==> config.mk <==
export PLATFORM = sky130hd
export DESIGN_NAME = multicycle_sequencer
export DESIGN_NICKNAME = d
export VERILOG_FILES = /design/src/rtl/seq_pkg.sv /design/src/rtl/seq_wait_counter.sv /design/src/rtl/multicycle_sequencer.sv
export SDC_FILE = /design/constraint.sdc
export NUM_CORES = 1
export LEC_CHECK = 0
export ABC_AREA = 0
export CORE_MARGIN = 5
export CORE_UTILIZATION = 50
export DETAILED_ROUTE_END_ITERATION = 8
export DONT_BUFFER_PORTS = 1
export SYNTH_ARGS = -nofsm -noshare
export SYNTH_HDL_FRONTEND = slang
export SYNTH_SLANG_ARGS = --single-unit
==> constraint.sdc <==
create_clock -name clk -period 2.1 [get_ports clk]
set_clock_uncertainty 0.05 [all_clocks]
set_input_delay 0.42 -clock clk [delete_from_list [all_inputs] [get_ports clk]]
set_output_delay 0.42 -clock clk [all_outputs]
set_load 0.02 [all_outputs]
==> src/rtl/seq_pkg.sv <==
// Shared definitions for the multi-cycle sequencer.
//   state_t  : 4-bit explicitly encoded controller state. Encodings 14 and 15
//              are unused and fall back to S_INIT.
//   WAIT_W   : width of the wait-state counter, so wait limits are 1..15.
//   strobe_t : every output of the sequencer, grouped for the state decode.
package seq_pkg;

  localparam int WAIT_W = 4;

  typedef enum logic [3:0] {
    S_BOOT_REQ  = 4'd0,
    S_BOOT_SIZE = 4'd1,
    S_BOOT_LOAD = 4'd2,
    S_BOOT_ACK  = 4'd3,
    S_INIT      = 4'd4,
    S_IF        = 4'd5,
    S_IF_ID     = 4'd6,
    S_ID        = 4'd7,
    S_ID_EX     = 4'd8,
    S_EX_MEM    = 4'd9,
    S_MEM       = 4'd10,
    S_MEM_WB    = 4'd11,
    S_WB        = 4'd12,
    S_WB_IF     = 4'd13
  } state_t;

  typedef struct packed {
    logic transmit_0x99;
    logic program_data_size_wren;
    logic program_memory_wren;
    logic transmit_0xaa;
    logic wb_if_wren;
    logic if_id_wren;
    logic id_ex_wren;
    logic ex_mem_wren;
    logic mem_wb_wren;
    logic ram_wren;
    logic reg_wren;
    logic pipeline_register_reset_n;
  } strobe_t;

endpackage

==> src/rtl/seq_wait_counter.sv <==
// Wait-state counter shared by the fetch and memory states.
//   clk    : clock
//   clear  : synchronous clear (reset or any state change), wins over enable
//   enable : count one more wait cycle
//   limit  : number of cycles the current state lasts (1..15)
//   done   : this is the final cycle of the current state
module seq_wait_counter
  import seq_pkg::*;
(
  input  logic              clk,
  input  logic              clear,
  input  logic              enable,
  input  logic [WAIT_W-1:0] limit,
  output logic              done
);

  logic [WAIT_W-1:0] wait_cnt;

  always_ff @(posedge clk) begin
    if (clear) begin
      wait_cnt <= '0;
    end else if (enable) begin
      wait_cnt <= wait_cnt + WAIT_W'(1);
    end
  end

  assign done = (wait_cnt == (limit - WAIT_W'(1)));

endmodule

==> src/rtl/multicycle_sequencer.sv <==
// Multi-cycle CPU controller: optional UART boot handshake followed by the
// IF .. WB_IF execute loop, driving every pipeline-register, data RAM and
// register-file write enable, plus a retired-instruction counter.
//
// Build option: define SEQ_BOOTLOADER_EN to include the boot states
// (0x99 request, size fetch, program fetch, 0xAA acknowledge). Without it
// reset goes straight to S_INIT, the boot strobes stay 0 and the finished
// inputs are ignored.
//
// Parameters: IF_WAIT (1..15) fetch cycles, MEM_WAIT (1..15) memory cycles,
// CNT_W width of retired_count.
//
// Ports:
//   clk, reset (sync, active-high), stall (freezes execute states only)
//   program_data_size_fetch_finished, program_data_fetch_finished : boot inputs
//   transmit_0x99, program_data_size_wren, program_memory_wren,
//   transmit_0xAA                                   : boot strobes
//   wb_if/if_id/id_ex/ex_mem/mem_wb_wren            : pipeline-register enables
//   ram_wren, reg_wren                              : memory / regfile writes
//   pipeline_register_reset_n                       : active-low pipeline clear
//   retired_count                                   : instructions completed
module multicycle_sequencer
  import seq_pkg::*;
#(
  parameter int IF_WAIT  = 1,
  parameter int MEM_WAIT = 1,
  parameter int CNT_W    = 32
) (
  input  logic             clk,
  input  logic             reset,
  input  logic             stall,
  input  logic             program_data_size_fetch_finished,
  input  logic             program_data_fetch_finished,
  output logic             transmit_0x99,
  output logic             program_data_size_wren,
  output logic             program_memory_wren,
  output logic             transmit_0xAA,
  output logic             wb_if_wren,
  output logic             if_id_wren,
  output logic             id_ex_wren,
  output logic             ex_mem_wren,
  output logic             mem_wb_wren,
  output logic             ram_wren,
  output logic             reg_wren,
  output logic             pipeline_register_reset_n,
  output logic [CNT_W-1:0] retired_count
);

`ifdef SEQ_BOOTLOADER_EN
  localparam state_t RESET_STATE = S_BOOT_REQ;
`else
  localparam state_t RESET_STATE = S_INIT;
  logic unused_boot_inputs;
  assign unused_boot_inputs = program_data_size_fetch_finished ^ program_data_fetch_finished;
`endif

  state_t            state;
  state_t            state_nx;
  logic              exec_stall;
  logic              wait_clear;
  logic              wait_en;
  logic              wait_done;
  logic [WAIT_W-1:0] wait_limit;
  strobe_t           strb;

  function automatic logic is_exec(input state_t s);
    return (s >= S_IF) && (s <= S_WB_IF);
  endfunction

  // Stall only freezes the execute loop; boot and init run regardless.
  assign exec_stall = stall && is_exec(state);

  assign wait_limit = (state == S_MEM) ? WAIT_W'(MEM_WAIT) : WAIT_W'(IF_WAIT);
  assign wait_en    = !exec_stall && ((state == S_IF) || (state == S_MEM));
  assign wait_clear = reset || (state_nx != state);

  seq_wait_counter u_wait (
    .clk    (clk),
    .clear  (wait_clear),
    .enable (wait_en),
    .limit  (wait_limit),
    .done   (wait_done)
  );

  always_comb begin
    state_nx = state;
    if (!exec_stall) begin
      case (state)
`ifdef SEQ_BOOTLOADER_EN
        S_BOOT_REQ:  state_nx = S_BOOT_SIZE;
        // Size has priority: the load-finished input is looked at again
        // only once in S_BOOT_LOAD.
        S_BOOT_SIZE: if (program_data_size_fetch_finished) state_nx = S_BOOT_LOAD;
        S_BOOT_LOAD: if (program_data_fetch_finished) state_nx = S_BOOT_ACK;
        S_BOOT_ACK:  state_nx = S_INIT;
`endif
        S_INIT:   state_nx = S_IF;
        S_IF:     if (wait_done) state_nx = S_IF_ID;
        S_IF_ID:  state_nx = S_ID;
        S_ID:     state_nx = S_ID_EX;
        S_ID_EX:  state_nx = S_EX_MEM;
        S_EX_MEM: state_nx = S_MEM;
        S_MEM:    if (wait_done) state_nx = S_MEM_WB;
        S_MEM_WB: state_nx = S_WB;
        S_WB:     state_nx = S_WB_IF;
        S_WB_IF:  state_nx = S_IF;
        default:  state_nx = S_INIT;
      endcase
    end
  end

  always_ff @(posedge clk) begin
    if (reset) begin
      state         <= RESET_STATE;
      retired_count <= '0;
    end else begin
      state <= state_nx;
      if ((state == S_WB_IF) && !exec_stall) begin
        retired_count <= retired_count + CNT_W'(1);
      end
    end
  end

  always_comb begin
    strb = '0;
    strb.pipeline_register_reset_n = 1'b1;
    case (state)
`ifdef SEQ_BOOTLOADER_EN
      S_BOOT_REQ:  strb.transmit_0x99          = 1'b1;
      S_BOOT_SIZE: strb.program_data_size_wren = 1'b1;
      S_BOOT_LOAD: strb.program_memory_wren    = 1'b1;
      S_BOOT_ACK:  strb.transmit_0xaa          = 1'b1;
`endif
      S_INIT:   strb.pipeline_register_reset_n = 1'b0;
      S_IF_ID:  strb.if_id_wren  = 1'b1;
      S_ID_EX:  strb.id_ex_wren  = 1'b1;
      S_EX_MEM: strb.ex_mem_wren = 1'b1;
      // One RAM write per instruction, on the last memory wait cycle.
      S_MEM:    strb.ram_wren    = wait_done;
      S_MEM_WB: strb.mem_wb_wren = 1'b1;
      S_WB:     strb.reg_wren    = 1'b1;
      S_WB_IF:  strb.wb_if_wren  = 1'b1;
      default:  ;
    endcase
    if (exec_stall) begin
      strb = '0;
      strb.pipeline_register_reset_n = 1'b1;
    end
    if (reset) begin
      strb = '0;
    end
  end

  assign transmit_0x99             = strb.transmit_0x99;
  assign program_data_size_wren    = strb.program_data_size_wren;
  assign program_memory_wren       = strb.program_memory_wren;
  assign transmit_0xAA             = strb.transmit_0xaa;
  assign wb_if_wren                = strb.wb_if_wren;
  assign if_id_wren                = strb.if_id_wren;
  assign id_ex_wren                = strb.id_ex_wren;
  assign ex_mem_wren               = strb.ex_mem_wren;
  assign mem_wb_wren               = strb.mem_wb_wren;
  assign ram_wren                  = strb.ram_wren;
  assign reg_wren                  = strb.reg_wren;
  assign pipeline_register_reset_n = strb.pipeline_register_reset_n;

endmodule
==> results.py <==
metrics = {
    "outcome": {
        "status": "finished, final reports clean",
    },
    "synth": {
        "synth_edf_count": 0,
        "synth-simple-area-share": 0.340,
        "synth_ff_type": "dfxtp_1",
        "synth_fa_ha_area_frac": 0.0166,
        "avgSynthCellArea_um2": 7.97,
        "post_synth_xor_area_fraction": 0.0425,
        "synth_area_leaders": "dfxtp_1 35%, a21oi_1 5.3%, or4_1 4.0%, nand2_1 3.6%, o31ai_1 3.3%",
        "ys_ff_latch": 40,
        "yosysWarnings": 0,
        "synth_compound_area_frac": 0.157,
        "synth_top_family_by_area": "simple AND/OR/NAND/NOR gates",
        "synth_cell_types": 44,
        "synthMuxAreaShare": 0.0343,
        "async_flop_share": 0,
        "syn-cell-area_um2": 2260,
        "synth.largest_area_cell": "dfxtp_1",
        "synth_top_area_share": 0.354,
        "ys_seq_area_frac": 0.354,
        "syn_inst": 284,
    },
    "clock_network": {
        "insertion_delay_ps": 290,
        "cts_setup_buffers": 0,
        "ctsRootBufferMaster": "clkbuf_8",
        "cts_sinks": 40,
        "clk_pin_slew_ps": 70,
        "htree_num_levels": 2,
        "numCtsBuffers": 5,
        "max-clock-path-buffers": 2,
        "cts_tree": "yes",
        "cts_hold_buf": 0,
    },
    "finish": {
        "diodes": 0,
        "finalNonFillerCells": 368,
        "num-fill-cells": 409,
        "area_growth_pct": 18.6,
        "drive_gt1_frac": 0.209,
        "fin_util": 0.612,
        "final_nets": 324,
    },
    "sta": {
        "finalSetupTns_ps": 0,
        "slew_viol_final": 0,
        "finalCriticalPeriod_ps": 1990,
        "whs_ps": 141,
        "period_share": 0.950,
        "finalSetupViolCount": 0,
        "fmax_ghz": 0.502,
        "final_hold_viol_count": 0,
        "setup_slack_ps": 106,
    },
    "critical_path": {
        "crit_fanout": 14,
        "cp-end-kind": "output port",
        "critPathArrivalTime_ps": 1520,
        "cp_data_required_time_ps": 1630,
        "worstPathCellList": "buf_4 -> nand2b_1 -> nor3_2 -> nand2_1 -> nor3_2 -> buf_4",
        "cp_num_buf_inv": 2,
        "cp_top_family": "simple AND/OR/NAND/NOR gates",
        "max_stage_delay_ps": 320,
        "slowest_stage": "dfxtp_1",
        "crit_type": "reg2out",
        "crit_path_start_kind": "flop",
    },
    "grt": {
        "gr-total-overflow": 0,
        "grt_pass1_wl_um": 8910,
        "grt_max_degree": 48,
        "antenna_found_initial": 0,
        "grtUsageTotal": 0.179,
        "grt_pass1_vias": 1860,
    },
    "floorplan": {
        "chipWidth_um": 77.3,
        "floorplan.core_area_um2": 4380,
        "fp.dieArea_um2": 5980,
        "initial_core_util": 0.517,
        "io_pins": 49,
        "fp.dieH_um": 77.3,
        "core.rowCount": 24,
    },
    "power": {
        "ir_drop_uv": 286,
        "powerDensity_nw_per_um2": 524,
        "p_leak_nw": 0.975,
    },
    "route": {
        "vias": 2152,
        "routedWlPerCell_um": 15.0,
        "drt_wl_total_um": 5520,
        "drc": 0,
        "vias_per_cell": 5.85,
        "dr.pass1.iters": 4,
        "ant_nets": 0,
        "drt_iter0_drc": 87,
    },
    "placement": {
        "gp_congestion": 0.751,
        "place_ws_ps": 106,
        "port_buffers": 0,
        "dp.cells": 361,
        "dpl.hpwl_um": 3980,
    },
    "run": {
        "cap_violations": 0,
    },
    "worst_hold_path": {
        "hold_class": "in2reg",
    },
}
synthesized netlist by cell type, drive strengths merged (2+ instances only):
cell	count
a211oi	2
a21oi	24
a31oi	2
and3	5
and4	4
and4b	2
buf	8
clkbuf	15
dfxtp	40
ha	3
inv	5
mux2	6
nand2	22
nand2b	3
nand3	14
nand4	9
nand4b	2
nand4bb	2
nor2	19
nor2b	10
nor3	9
nor3b	4
nor4	6
o21ai	14
o31ai	10
or3	9
or4	12
xnor2	5
xor2	6
state kept, by name, indices dropped and copies added (netlist names):
name,flops
state,4
u_wait.wait_cnt,4
retired_count,32
report_power, final:
part           switching [W]  internal, W  total (W)
combinational      0.0000933    0.0000608   0.000154
sequential        0.00000453     0.000767   0.000771
clock               0.000255     0.000226   0.000481
cell usage in the layout, fill, tap and decap left out, types with 4 or more instances in the layout:
cell / count
nor3_1: 7
nand3_1: 14
clkbuf_8: 5
xor2_1: 6
inv_1: 5
o31ai_1: 10
or3_1: 9
nand2_1: 21
conb_1: 4
a21oi_1: 24
dfxtp_1: 40
and3_1: 5
nor4_1: 5
xnor2_1: 5
nor2_1: 19
buf_4: 45
nor2b_1: 9
and4_1: 4
or4_1: 11
mux2_2: 6
o21ai_0: 14
nand4_1: 8
per-stage QoR:
stage / total power, W / area [um2]
after CTS: 0.00142 / 2660
after global placement: 0.000938 / 2570
after floorplan: 0.000929 / 2280
after detailed placement: 0.000939 / 2570
after global routing: 0.00147 / 2690
final: 0.00141 / 2690
routing by layer:
metal	vias up	share of wire	global-route usage
met4	0	0.0083	0.0464
met2	43	0.46	0.280
met1	998	0.47	0.235
met3	4	0.063	0.0644
met5	-	0	0
li1	1107	-	-
worst paths after layout:
kind	start	end	slack (ps)	depth (start not counted)
worst min-delay path	reset	retired_count[27]	140	1
worst max register to register	retired_count[11]	retired_count[22]	120	5
worst max-delay path	state[2]	ram_wren	110	6
worst min register to register	u_wait.wait_cnt[1]	u_wait.wait_cnt[1]	530	2
layout make-up:
cell class / count / area [um2] / share of cell area
Clock inverter: 1 / 5.00 / 0.00186
Clock buffer: 6 / 72.6 / 0.0270
Tap cell: 52 / 65.1 / 0.0242
Sequential cell: 40 / 801 / 0.298
Timing Repair Buffer: 45 / 338 / 0.126
Inverter: 5 / 18.8 / 0.00699
Multi-Input combinational cell: 219 / 1390 / 0.516
cells by family (layout without fill, tap and decap cells):
kind of cell,after synthesis,after routing
AOI/OAI and AO/OA,60,60
xor gates and xnor gates,11,11
adders and majority gates,3,3
buffers and inverters,28,57
DFF,40,40
muxes,7,7
other,1,4
and+or+nand+nor,134,134
what timing repair did:
item | CTS | global route
gates cloned | 0 | 0
gates resized for setup | 1 | 7
endpoints found under the setup margin | 1 | 7
Note: power is estimated with default switching activity, not from simulation.
